**src/rtl/wgt_loader.sv**
```systemverilog
// Weight loader: fetches 3x3 kernels (three packed words each) from weight memory
// and presents them to the weight buffer one kernel at a time, on downstream request.
module wgt_loader #(
  parameter int ADDR_WIDTH = 10,
  parameter int DATA_WIDTH = 32,
  parameter int CNT_WIDTH  = 8
) (
  input  logic                  clk,
  input  logic                  rst_n,
  input  logic                  start,
  input  logic                  abort,
  input  logic [ADDR_WIDTH-1:0] base_addr,
  input  logic [CNT_WIDTH-1:0]  num_kernels,
  input  logic                  next,
  input  logic [DATA_WIDTH-1:0] mem_rdata,
  output logic                  mem_en,
  output logic [ADDR_WIDTH-1:0] mem_addr,
  output logic [DATA_WIDTH-1:0] wgt_input0,
  output logic [DATA_WIDTH-1:0] wgt_input1,
  output logic [DATA_WIDTH-1:0] wgt_input2,
  output logic                  wgt_read,
  output logic                  busy,
  output logic                  done
);

  typedef enum logic [2:0] {IDLE, FETCH, DRAIN, PRESENT, HOLD, FIN} state_t;

  state_t                         state;
  logic [CNT_WIDTH-1:0]           k;
  logic [CNT_WIDTH-1:0]           n_lat;
  logic [1:0]                     w;
  logic [ADDR_WIDTH-1:0]          kbase;
  logic                           cap_vld;
  logic [1:0]                     cap_idx;
  logic [2:0][DATA_WIDTH-1:0]     wgt;

  assign wgt_input0 = wgt[0];
  assign wgt_input1 = wgt[1];
  assign wgt_input2 = wgt[2];

  // kbase tracks base + 3*k modulo 2^ADDR_WIDTH, avoiding a multiplier.
  always_ff @(posedge clk or negedge rst_n) begin
    if (!rst_n) begin
      state    <= IDLE;
      k        <= '0;
      n_lat    <= '0;
      w        <= '0;
      kbase    <= '0;
      cap_vld  <= 1'b0;
      cap_idx  <= '0;
      wgt      <= '0;
      mem_en   <= 1'b0;
      mem_addr <= '0;
      wgt_read <= 1'b0;
      busy     <= 1'b0;
      done     <= 1'b0;
    end else if (abort && state != IDLE) begin
      // In-flight read data is dropped by clearing the capture slot.
      state    <= IDLE;
      cap_vld  <= 1'b0;
      mem_en   <= 1'b0;
      wgt_read <= 1'b0;
      busy     <= 1'b0;
      done     <= 1'b0;
    end else begin
      cap_vld <= mem_en;
      cap_idx <= w;
      if (cap_vld) wgt[cap_idx] <= mem_rdata;
      case (state)
        IDLE: if (start) begin
          busy <= 1'b1;
          if (num_kernels != '0) begin
            state    <= FETCH;
            n_lat    <= num_kernels;
            kbase    <= base_addr;
            k        <= '0;
            w        <= '0;
            mem_en   <= 1'b1;
            mem_addr <= base_addr;
          end else begin
            state <= FIN;
            done  <= 1'b1;
          end
        end
        FETCH: begin
          if (w == 2'd2) begin
            state  <= DRAIN;
            mem_en <= 1'b0;
          end else begin
            w        <= w + 2'd1;
            mem_addr <= mem_addr + 1'b1;
          end
        end
        DRAIN: begin
          state    <= PRESENT;
          wgt_read <= 1'b1;
        end
        PRESENT: begin
          wgt_read <= 1'b0;
          if (k == n_lat - 1'b1) begin
            state <= FIN;
            done  <= 1'b1;
          end else begin
            k     <= k + 1'b1;
            kbase <= kbase + ADDR_WIDTH'(3);
            state <= HOLD;
          end
        end
        HOLD: if (next) begin
          state    <= FETCH;
          w        <= '0;
          mem_en   <= 1'b1;
          mem_addr <= kbase;
        end
        FIN: begin
          done  <= 1'b0;
          busy  <= 1'b0;
          state <= IDLE;
        end
        default: state <= IDLE;
      endcase
    end
  end

endmodule
```
**config.mk**
```make
export PLATFORM = sky130hd
export DESIGN_NAME = wgt_loader
export DESIGN_NICKNAME = d
export VERILOG_FILES = /design/src/rtl/wgt_loader.sv
export SDC_FILE = /design/constraint.sdc
export NUM_CORES = 1
export LEC_CHECK = 0
export ABC_AREA = 1
export CAP_MARGIN = 30
export CELL_PAD_IN_SITES_DETAIL_PLACEMENT = 0
export CELL_PAD_IN_SITES_GLOBAL_PLACEMENT = 1
export CORE_ASPECT_RATIO = 2
export CORE_UTILIZATION = 34
export CTS_BUF_LIST = sky130_fd_sc_hd__clkbuf_2
export CTS_CLUSTER_SIZE = 12
export DETAILED_ROUTE_END_ITERATION = 16
export PLACE_DENSITY = 0.77
export SKIP_CTS_REPAIR_TIMING = 1
export SLEW_MARGIN = 0
export SYNTH_ARGS = -nofsm -noshare
export SYNTH_HDL_FRONTEND = slang
export SYNTH_SLANG_ARGS = --single-unit
```
**constraint.sdc**
```tcl
create_clock -name clk -period 3.3 [get_ports clk]
set_input_delay 0.33 -clock clk [delete_from_list [all_inputs] [get_ports clk]]
set_output_delay 0.33 -clock clk [all_outputs]
set_load 0.01 [all_outputs]
```
# Word-level counts from Yosys, hierarchy flattened
# Index checks and enable logic that the tools add are counted.
[totals]
ff_bits = 144
inputBits = 55
output_inout_bits = 110
elab_cells = 103
[op_classes]
n_addsub = 5
magnitude_cmp = 2
eq_ne = 18
muxes = 43
bitwise = 1
reduce_logical = 19
[ops]
columns = ["operator", "n"]
rows = [
  ["96-bit bitwise mux", 1],
  ["32-bit demux with 2-bit select", 1],
  ["10-bit 2-to-1 mux", 5],
  ["32-bit 2-to-1 mux", 1],
  ["10-bit one-hot mux with 3 select lines", 1],
  ["8-bit 2-to-1 mux", 3],
  ["10-bit one-hot mux with 2 select lines", 1],
  ["3-bit != test (second input constant)", 6],
  ["8-bit one-hot mux with 2 select lines", 1],
  ["3-bit 2-to-1 mux", 5],
  ["3-bit one-hot mux with 5 select lines", 1],
  ["1-bit 2-to-1 mux", 14],
  ["3-bit nonzero test", 4],
  ["10-bit by 1-bit adder with 10-bit output (second input constant)", 1],
  ["10-bit by 2-bit adder with 10-bit output (second input constant)", 1],
  ["2-bit != test (second input constant)", 5],
  ["5-bit AND reduction", 2],
  ["8-bit by 1-bit adder with 8-bit output (second input constant)", 1],
  ["8-bit equality test", 1],
  ["2-bit 2-to-1 mux", 4],
  ["4-bit AND reduction", 2],
  ["4-bit nonzero test", 2],
  ["8-bit nonzero test", 1],
  ["8-bit by 1-bit subtractor with 8-bit output (second input constant)", 1],
  ["17 further kinds", 23],
]

# Depth between registers and ports, before layout
# Gate-level depths: netlist of run 1.
[logic_depth]
depth_word = 5
depth_mapped = 15
depth_no_buf = 14

# Worst setup path before layout of run 1
# OpenSTA, ideal clock, no wires.
[synth_path]
path_type = "reg2reg"
startpoint = "register n_lat[0]"
endpoint = "register kbase[0]"
t_arrival_ns = 1.667
required_time_ns = 3.183
setup_slack_ns = 1.517
stages_incl_launch_ff = 16
path_buffers = 1
synth_period_minus_slack_ns = 1.783
path_cell_list = "dfrtp_1 -> inv_1 -> ha_1 -> nand2_1 -> inv_1 -> nor2_1 -> nand3_1 -> nor2_1 -> nand3_1 -> nor2_1 -> nand2_1 -> nand2_4 -> inv_2 -> buf_6 -> nand2_1 -> nand2_1"
[synth_via]
elab_chain_cells = 4
[synth_rtl]
columns = ["element", "line_no", "rtl"]
rows = [
  ["start: declaration", "30", "logic [CNT_WIDTH-1:0] n_lat;"],
  ["start signal: assignment", "74", "n_lat <= num_kernels;"],
  ["8-bit by 1-bit subtractor with 8-bit output", "100", "if (k == n_lat - 1'b1) begin"],
  ["8-bit equality test", "100", ""],
  ["2-bit != test (no source line)", "-", ""],
  ["5-bit AND reduction (no source line)", "-", ""],
  ["end signal: assignment", "75", "kbase <= base_addr;"],
  ["end signal: assignment", "105", "kbase <= kbase + ADDR_WIDTH'(3);"],
  ["end: declaration", "32", "logic [ADDR_WIDTH-1:0] kbase;"],
]
# No other way between the ends.
# A chain may end at the register's enable or synchronous reset.

# Worst setup path in the final report of run 1
[layout_path]
startpoint = "register state[0]"
endpoint = "register wgt (netlist bit wgt_input2[11])"
[layout_via]
elab_chain_cells = 4
[layout_rtl]
columns = ["element", "line_no", "rtl"]
rows = [
  ["start: declaration", "28", "state_t state;"],
  ["start signal: assignment", "44", "state <= IDLE;"],
  ["start signal: assignment", "59", "state <= IDLE;"],
  ["start signal: assignment", "73", "state <= FETCH;"],
  ["3-bit nonzero test", "57", "end else if (abort && state != IDLE) begin"],
  ["1-bit logical AND", "57", ""],
  ["1-bit inverter (no source line)", "-", ""],
  ["2-bit AND reduction (no source line)", "-", ""],
  ["end signal: indexed assignment", "68", "if (cap_vld) wgt[cap_idx] <= mem_rdata;"],
  ["end: declaration", "35", "logic [2:0][DATA_WIDTH-1:0] wgt;"],
]
# No other way between the ends.

==> impl_metrics.toml, run 1 <==
[outcome]
outcome = "finished, final reports clean"

[pwr]
irDropWorstVdd_v = 0.000424
power-per-cell-area_mw_per_mm2 = 925
p_leak_nw = 4.20
power_frac_comb = 0.493
switching_share = 0.417
design_power_total_mw = 8.11
netSwitchingPower_mw = 3.39
internal-power_mw = 4.73
clock_power_share = 0.130
seq_power_share = 0.377

[critical_path]
worst-setup-path-type = "flop to flop"
timing.reg2reg.worst_path_depth = 9
critPathCaptureType = "flop"
ff2ff_setup_slack_ns = 1.04
worstPathArrival_ns = 2.85
required_arrival_time_at_the_worst_endpoint_ns = 3.89
r2r_end = "wgt_input2[11]"
worstSetupStartpointType = "flop"
critical_path.reg2reg.startpoint = "state[0]"
top_fanout_value_on_the_critical_path = 33

[worst_hold_path]
min-delay-path-class = "primary input to asynchronous set/reset pin"

[sta]
post-route-period-util = 0.684
timing_max_transition_violations_final = 0
timing.final.crit_period_ns = 2.26
slew_headroom = 0.576
rsz_0062_raised_after_global_routing = "false"
tns_ns = 0
setup_violations = 0
worst-slew-pin-transition_ns = 0.635
fin_skew_ns = 0.0530
finalHoldViolations = 0
hold-worst-slack_ns = 0.140
postLayoutSetupSlackWorst_ns = 1.04
achievable-frequency_mhz = 443

[clock_tree]
root_buffer = "sky130_fd_sc_hd__clkbuf_2"
tritoncts_num_sinks = 144
tritoncts_buffer_count = 17
worst_skew_pair.late_latency_ns = 0.72
h-tree-depth = 4
cts.reportedPaths.clkPinSlew_ns = 0.24
cts_max_path_buffers = 2
clock_tree_from_tritoncts = "yes"

[cells_and_area]
post_route_cells_drive_above_1_share = 0.0605
fin_util = 0.466
multiInputGateArea_sq_mm = 0.00245
finalNetCount = 1025
layout_common_cells = "247 x sky130_fd_sc_hd__nand2_1, 163 x sky130_fd_sc_hd__clkdlybuf4s50_1, 144 x sky130_fd_sc_hd__dfrtp_1"
flow.area_growth_from_synthesis_pct = 33.4
layout.cells.most_common = "sky130_fd_sc_hd__nand2_1"
seqCellArea_sq_mm = 0.00360
fillCellCount = 1889

[logic_synthesis]
synth_xor_area_frac = 0.0120
netlist_instances = 800
synth-edff-count = 0
synth_top_cell_by_area = "sky130_fd_sc_hd__dfrtp_1"
ys.warnings.count = 0
synthMuxAreaShare = 0.00152
synth.ff_latch_count = 144
asyncSetResetFlopFracSynth = 1.00
largest_family_of_logic_cells_by_synthesized_area = "simple AND/OR/NAND/NOR gates"
ys_types = 35
postSynthNetCount = 860
ys.flop_type = "sky130_fd_sc_hd__dfrtp_1"
syn_area_per_cell_sq_um = 8.22
synthSimpleGateAreaFrac = 0.222
synthAdderAreaFrac = 0.00952
synthesis.area_sq_mm = 0.00657
post-synth-top-area-fraction = 0.548
dominant_cells_by_area_after_synthesis = "sky130_fd_sc_hd__dfrtp_1 55%, sky130_fd_sc_hd__nand2_1 14%, sky130_fd_sc_hd__o21ai_0 9.5%, sky130_fd_sc_hd__inv_1 5.4%, sky130_fd_sc_hd__nand3_1 3.2%"
synth-compound-area-share = 0.128
yosysSeqAreaShare = 0.548

[placed_design]
place_congestion = 0.889
preCtsSetupSlack_ns = 0.928
io_buffer_count = 164
detailed_place_hpwl_mm = 13.9

[die]
design.core.area_sq_mm = 0.0188
die_area_sq_mm = 0.0199
dieWidth_microns = 100
num_io_pins = 165
die_h_microns = 199
std_cell_rows = 71
starting_density = 0.349

[global_route]
globalRouteOverflowTotal = 0
first_global_vias = 5709
grt_start_max_net_pins = 65
grt_pass1_wl_mm = 29.5
antenna_found_initial = 1
track_usage = 0.195

[route]
postRouteAntennaNets = 0
avgViaCountPerCell = 4.67
totalWireLength_mm = 18.6
vias = 5754
drc_violations = 0
wl_per_cell_microns = 15.1
detail_route.first_pass.iterations = 6
detailedRoute.firstIterationViolations = 211

[run]
max_cap_viol_count = 0
## registers in the layout, summed over array words and instances (netlist names), 3 cells and up
| register | count |
|---|---|
| wgt_input2 | 32 |
| mem_addr | 10 |
| k | 8 |
| wgt_input1 | 32 |
| kbase | 10 |
| state | 3 |
| n_lat | 8 |
| wgt_input0 | 32 |
## stage by stage
| step | std cells | area [sq um] |
|---|---|---|
| final | 1231 | 8770 |
| after global routing | 1231 | 8770 |
| after CTS | 1229 | 8760 |
| after detailed placement | 1200 | 8520 |
| after global placement | 1200 | 8520 |
| after floorplan | 800 | 6570 |
## routing by layer
layer,GRT usage,share of wire,vias up
met5,0,0,-
met4,0.104,0.042,0
met3,0.0379,0.038,37
met2,0.360,0.55,155
met1,0.203,0.37,2670
li1,-,-,2892
## power by group through the flow
stage	Sequential (mW)	Clock, mW	Combinational [mW]
after global routing	3.15	1.15	4.47
final	3.06	1.06	4.00
after floorplan	3.27	0	1.92
after detailed placement	3.10	0	4.04
after global placement	3.09	0	4.00
after CTS	3.06	1.10	4.05
## critical path: stages (launching register included)
cell and delay (ns):
sky130_fd_sc_hd__dfrtp_1 0.50, sky130_fd_sc_hd__nor2_2 0.20, sky130_fd_sc_hd__nand2_2 0.11, sky130_fd_sc_hd__nand2_1 0.11, sky130_fd_sc_hd__inv_2 0.08, sky130_fd_sc_hd__nor2_4 0.12, sky130_fd_sc_hd__nand3_2 0.50, sky130_fd_sc_hd__buf_12 0.39
sky130_fd_sc_hd__nand2_1 0.06, sky130_fd_sc_hd__o21ai_0 0.07
## kinds of logic after synthesis
kind of cell	count (synthesis)
flip-flops	144
adder cells (fa/ha/maj)	5
AO/OA/AOI/OAI	161
buffers and inverters	130
AND/OR/NAND/NOR	350
XOR/XNOR	9
multiplexers	1
## worst max-delay path by stage
| stage | startpoint | to | cells after the start |
|---|---|---|---|
| floorplan | n_lat[0] | kbase[0] | 15 |
| global placement | num_kernels[7] | mem_addr[9] | 12 |
| detailed placement | num_kernels[0] | mem_addr[9] | 12 |
| CTS | state[0] | wgt_input2[6] | 8 |
| global route | state[0] | wgt_input2[6] | 8 |
| finish | state[0] | wgt_input2[11] | 9 |
## synthesized netlist by cell type (5+ instances only)
| cell | count |
|---|---|
| sky130_fd_sc_hd__o21ai_1 | 17 |
| sky130_fd_sc_hd__o21ai_0 | 125 |
| sky130_fd_sc_hd__a21oi_1 | 6 |
| sky130_fd_sc_hd__nand4_1 | 8 |
| sky130_fd_sc_hd__nand3_1 | 42 |
| sky130_fd_sc_hd__nand2_1 | 247 |
| sky130_fd_sc_hd__xor2_1 | 6 |
| sky130_fd_sc_hd__nor2_1 | 34 |
| sky130_fd_sc_hd__ha_1 | 5 |
| sky130_fd_sc_hd__inv_1 | 94 |
| sky130_fd_sc_hd__inv_2 | 7 |
| sky130_fd_sc_hd__clkbuf_1 | 22 |
| sky130_fd_sc_hd__dfrtp_1 | 144 |
## layout make-up
cell class | count | area share
antenna | 1 | 0.000285
sequential | 144 | 0.411
multi-input combinational | 526 | 0.280
tap | 255 | 0.0364
inverter | 101 | 0.0432
clock inverter | 11 | 0.0163
clock buffer | 18 | 0.0103
timing repair buffer | 175 | 0.203
No activity file was read; power rests on OpenSTA's default activity.
==> inputs of run 2 (changes only) <==
Settings changed: PLACE_DENSITY 0.77 to 0.8.
Clock period 3.3 ns to 2.06 ns, I/O delays scaled along.
==> run 2 against run 1 <==
- the run now ends with negative setup slack left
- via count increased by 2.8%
- worst hold slack worse by 0.076 ns
- clock skew shrank 0.0095 ns
- count of clock-buffer cells in the layout grew 2
- wire length up 1.8%
- combinational power grew 93%
- critical path depth increased by 5
- sequential power rose by 59%
- highest routed layer unchanged
==> impl_metrics.toml, run 2 (synthesized netlist as in run 1, its figures left out) <==
[outcome]
outcome = "finished, violations left"
violations = "negative setup slack"

[sta]
worst-slew-pin-transition_ns = 0.429
timing.final.crit_period_ns = 2.08
slew_headroom = 0.714
finalHoldViolations = 0
achievable-frequency_mhz = 480
setup_violations = 9
timing_max_transition_violations_final = 0
post-route-period-util = 1.01
postLayoutSetupSlackWorst_ns = -0.0214
fin_skew_ns = 0.0435
rsz_0062_raised_after_global_routing = "true"
tns_ns = -0.0913
hold-worst-slack_ns = 0.0639

[critical_path]
critPathCaptureType = "flop"
worst-setup-path-type = "flop to flop"
timing.reg2reg.worst_path_depth = 14
critical_path.startpoint = "n_lat[1]"
required_arrival_time_at_the_worst_endpoint_ns = 2.69
critical_path.endpoint = "k[1]"
worstSetupStartpointType = "flop"
r2r_end = "k[1]"
ff2ff_setup_slack_ns = -0.02
top_fanout_value_on_the_critical_path = 7
worstPathArrival_ns = 2.71
critical_path.reg2reg.startpoint = "n_lat[1]"

[global_route]
grt_start_max_net_pins = 65
grt_pass1_wl_mm = 29.4
first_global_vias = 5626
antenna_found_initial = 1
globalRouteOverflowTotal = 0
track_usage = 0.195

[die]
dieWidth_microns = 100
starting_density = 0.349
die_area_sq_mm = 0.0199
die_h_microns = 199
std_cell_rows = 71
design.core.area_sq_mm = 0.0188
num_io_pins = 165

[clock_tree]
h-tree-depth = 4
root_buffer = "sky130_fd_sc_hd__clkbuf_2"
worst_skew_pair.late_latency_ns = 0.70
cts.reportedPaths.clkPinSlew_ns = 0.25
tritoncts_num_sinks = 144
cts_max_path_buffers = 2
clock_tree_from_tritoncts = "yes"
tritoncts_buffer_count = 17

[route]
avgViaCountPerCell = 4.61
detailedRoute.firstIterationViolations = 196
detail_route.first_pass.iterations = 4
wl_per_cell_microns = 14.8
drc_violations = 0
postRouteAntennaNets = 0
totalWireLength_mm = 18.9
vias = 5914

[placed_design]
placedCellCount = 1208
place_congestion = 0.887
preCtsSetupSlack_ns = -0.0731
io_buffer_count = 164
detailed_place_hpwl_mm = 13.6

[cells_and_area]
post_route_cells_drive_above_1_share = 0.135
layout_common_cells = "223 x sky130_fd_sc_hd__nand2_1, 161 x sky130_fd_sc_hd__clkdlybuf4s50_1, 139 x sky130_fd_sc_hd__dfrtp_1"
layout.cells.most_common = "sky130_fd_sc_hd__nand2_1"
layoutNonFillerInstCount = 1282
finalNetCount = 1073
flow.area_growth_from_synthesis_pct = 43.9

[pwr]
design_power_total_mw = 14.2
power-per-cell-area_mw_per_mm2 = 1510
p_leak_nw = 4.56
irDropWorstVdd_v = 0.000699

[run]
max_cap_viol_count = 0

[worst_hold_path]
min-delay-path-class = "primary input to flop"
run 2: worst min-delay path by stage:
stage | startpoint | cells after the start | endpoint | slack, ns
finish | mem_rdata[27] | 3 | wgt_input2[27] | 0.06
detailed placement | rst_n | 1 | k[0] | 0.10
global route | mem_rdata[20] | 3 | wgt_input2[20] | 0.02
CTS | rst_n | 1 | k[1] | -0.75
floorplan | rst_n | 0 | busy | -0.09
global placement | rst_n | 1 | k[2] | 0.10
run 2: layer usage:
metal,track usage,share of wire
met5,0,0
met4,0.0982,0.030
met3,0.0376,0.032
met2,0.357,0.57
met1,0.209,0.37
run 2: final cells by class:
type | instances | area [sq um]
Timing Repair inverter | 1 | 11.3
Sequential cell | 144 | 3610
Clock buffer | 20 | 100
Timing Repair Buffer | 221 | 2270
Multi-Input combinational cell | 527 | 2630
Clock inverter | 12 | 131
Fill cell | 1859 | 9370
Inverter | 101 | 392
Antenna cell | 1 | 2.50
Tap cell | 255 | 319
run 2: worst max-delay path: stages (launching register included):
cell                        delay [ns]
sky130_fd_sc_hd__dfrtp_1          0.46
sky130_fd_sc_hd__inv_2            0.09
sky130_fd_sc_hd__ha_4             0.20
sky130_fd_sc_hd__nand2_2          0.06
sky130_fd_sc_hd__inv_2            0.03
sky130_fd_sc_hd__nor2_2           0.08
sky130_fd_sc_hd__nand3_1          0.08
sky130_fd_sc_hd__nor2_1           0.16
sky130_fd_sc_hd__nand3_1          0.12
sky130_fd_sc_hd__nor2_2           0.18
sky130_fd_sc_hd__nand2_4          0.11
sky130_fd_sc_hd__nand2_8          0.16
sky130_fd_sc_hd__clkbuf_16        0.17
sky130_fd_sc_hd__nand2_2          0.04
sky130_fd_sc_hd__o21ai_1          0.07
run 2: through the flow:
| stage | utilization | instance area, sq um |
|---|---|---|
| 2_1_floorplan | - | 6570 |
| 3_3_place_gp | 0.458 | 8620 |
| 3_5_place_dp | 0.458 | 8620 |
| 4_1_cts | 0.470 | 8850 |
| 5_1_grt | 0.502 | 9460 |
| 6_report | 0.502 | 9460 |
run 2: power breakdown:
part	switching, mW	internal, mW
sequential	0.855	4.03
combinational	3.97	3.72
clock	1.09	0.577
==> inputs of run 3 (changes only) <==
Settings changed: MAX_ROUTING_LAYER set to met4, PLACE_DENSITY 0.8 to 0.77.
Clock period 2.06 ns to 2.6 ns, I/O delays scaled along.
==> run 3 against run 2 <==
- the run now ends clean
- combinational power is 34% lower
- clock skew is 0.0089 ns lower
- die area stayed put
- wire length is 4.0% lower
- sequential share of layout area is 2.6 points higher
- non-clock buffer count is 45 lower
- cell area is 6.7% lower
- via count is 3.4% lower
- core utilization is 3.3 points lower
- largest power group unchanged
==> impl_metrics.toml, run 3 (synthesized netlist as in run 1, its figures left out) <==
[outcome]
outcome = "finished, final reports clean"

[sta]
finalHoldViolations = 0
rsz_0062_raised_after_global_routing = "false"
tns_ns = 0
post-route-period-util = 0.814
timing_max_transition_violations_final = 0
slew_headroom = 0.698
achievable-frequency_mhz = 472
timing.final.crit_period_ns = 2.12
fin_skew_ns = 0.0346
worst-slew-pin-transition_ns = 0.454
postLayoutSetupSlackWorst_ns = 0.483
setup_violations = 0

[placed_design]
postPlaceCellArea_sq_mm = 0.00853
io_buffer_count = 164
preCtsSetupSlack_ns = 0.432
detailed_place_hpwl_mm = 13.4
place_congestion = 0.841

[route]
avgViaCountPerCell = 4.63
vias = 5712
totalWireLength_mm = 18.2
drc_violations = 0
postRouteAntennaNets = 0
detailedRoute.firstIterationViolations = 233
wl_per_cell_microns = 14.7
detail_route.first_pass.iterations = 5

[pwr]
seq_power_share = 0.372
irDropWorstVdd_v = 0.000503
clock_power_share = 0.137
switching_share = 0.409
p_leak_nw = 4.23
internal-power_mw = 6.13
power-per-cell-area_mw_per_mm2 = 1170
netSwitchingPower_mw = 4.24
design_power_total_mw = 10.4
power_frac_comb = 0.491

[die]
design.core.area_sq_mm = 0.0188
starting_density = 0.349
dieWidth_microns = 100
die_area_sq_mm = 0.0199
num_io_pins = 165
die_h_microns = 199
std_cell_rows = 71

[cells_and_area]
layout_common_cells = "247 x sky130_fd_sc_hd__nand2_1, 163 x sky130_fd_sc_hd__clkdlybuf4s50_1, 144 x sky130_fd_sc_hd__dfrtp_1"
flow.area_growth_from_synthesis_pct = 34.4
finalNetCount = 1026
layout.cells.most_common = "sky130_fd_sc_hd__nand2_1"
fin_util = 0.469
final_design_area_no_fill_sq_mm = 0.00883
post_route_cells_drive_above_1_share = 0.0593
fillCellCount = 1903

[clock_tree]
cts.reportedPaths.clkPinSlew_ns = 0.22
clock_tree_from_tritoncts = "yes"
tritoncts_num_sinks = 144
root_buffer = "sky130_fd_sc_hd__clkbuf_2"
worst_skew_pair.late_latency_ns = 0.70
cts_max_path_buffers = 2
tritoncts_buffer_count = 17
h-tree-depth = 4

[critical_path]
required_arrival_time_at_the_worst_endpoint_ns = 3.24
worstSetupStartpointType = "flop"
critPathCaptureType = "flop"
worstPathArrival_ns = 2.76
worst-setup-path-type = "flop to flop"
top_fanout_value_on_the_critical_path = 26

[global_route]
track_usage = 0.196
grt_start_max_net_pins = 65
grt_pass1_wl_mm = 28.7
first_global_vias = 5608
antenna_found_initial = 1
globalRouteOverflowTotal = 0

[run]
max_cap_viol_count = 0

[worst_hold_path]
min-delay-path-class = "primary input to flop"
run 3: cell types whose count changed in the layout (fill, tap and decap cells not counted), moves of 4 or more:
cell and delta:
sky130_fd_sc_hd__buf_4 -29, sky130_fd_sc_hd__nand2_1 +24, sky130_fd_sc_hd__nand2_2 -17, sky130_fd_sc_hd__dlygate4sd3_1 -8
sky130_fd_sc_hd__nand2_4 -6, sky130_fd_sc_hd__dfrtp_1 +5, sky130_fd_sc_hd__dfrtp_2 -5, sky130_fd_sc_hd__buf_12 -4
run 3: worst paths after layout:
path	startpoint	endpoint	slack, ns	cells after the start
worst max-delay path	state[0]	kbase[1]	0.48	9
worst min-delay path	mem_rdata[21]	wgt_input0[21]	0.14	3
worst max register to register	state[0]	kbase[1]	0.48	9
worst min register to register	wgt_input1[3]	wgt_input1[3]	0.51	2
max in group asynchronous	rst_n	k[0]	1.48	4
min in group asynchronous	rst_n	wgt_input2[31]	0.52	3
run 3: critical path, cell delays in order, from the launching register on:
cell and delay (ns):
sky130_fd_sc_hd__dfrtp_1 0.50, sky130_fd_sc_hd__nor2_2 0.19, sky130_fd_sc_hd__nand2_2 0.12, sky130_fd_sc_hd__nand2_1 0.32
sky130_fd_sc_hd__nand3_1 0.12, sky130_fd_sc_hd__a21oi_1 0.23, sky130_fd_sc_hd__nand2_4 0.22, sky130_fd_sc_hd__inv_2 0.23
sky130_fd_sc_hd__nand2_1 0.08, sky130_fd_sc_hd__nand2_1 0.06
run 3: per-layer routing:
| layer | GRT usage | up-vias | wire, microns |
|---|---|---|---|
| met1 | 0.197 | 2642 | 6670 |
| met5 | - | - | 0 |
| met3 | 0.0334 | 35 | 595 |
| met4 | 0.106 | 0 | 781 |
| li1 | - | 2891 | - |
| met2 | 0.354 | 144 | 10100 |
run 3: cell type report:
class / instances / area (sq um) / share of cell area
antenna: 1 / 2.50 / 0.000283
clock buffer: 19 / 95.1 / 0.0108
clock inverter: 12 / 166 / 0.0188
inverter: 101 / 379 / 0.0429
multi-input combinational: 526 / 2450 / 0.278
sequential: 144 / 3600 / 0.408
tap: 255 / 319 / 0.0361
timing repair buffer: 176 / 1810 / 0.205
run 3: power groups by stage:
| stage | Sequential (mW) | Combinational (mW) | Clock [mW] |
|---|---|---|---|
| detailed placement | 3.92 | 5.14 | 0 |
| global route | 4.00 | 5.71 | 1.56 |
| finish | 3.86 | 5.09 | 1.42 |
| floorplan | 4.15 | 2.44 | 0 |
| CTS | 3.87 | 5.16 | 1.49 |
| global placement | 3.91 | 5.09 | 0 |
run 3: stage by stage:
| step | cells | hold slack, ns |
|---|---|---|
| floorplan | 800 | -0.0356 |
| global placement | 1199 | 0.230 |
| detailed placement | 1199 | 0.227 |
| CTS | 1230 | -0.623 |
| global route | 1234 | 0.0644 |
| finish | 1234 | 0.137 |
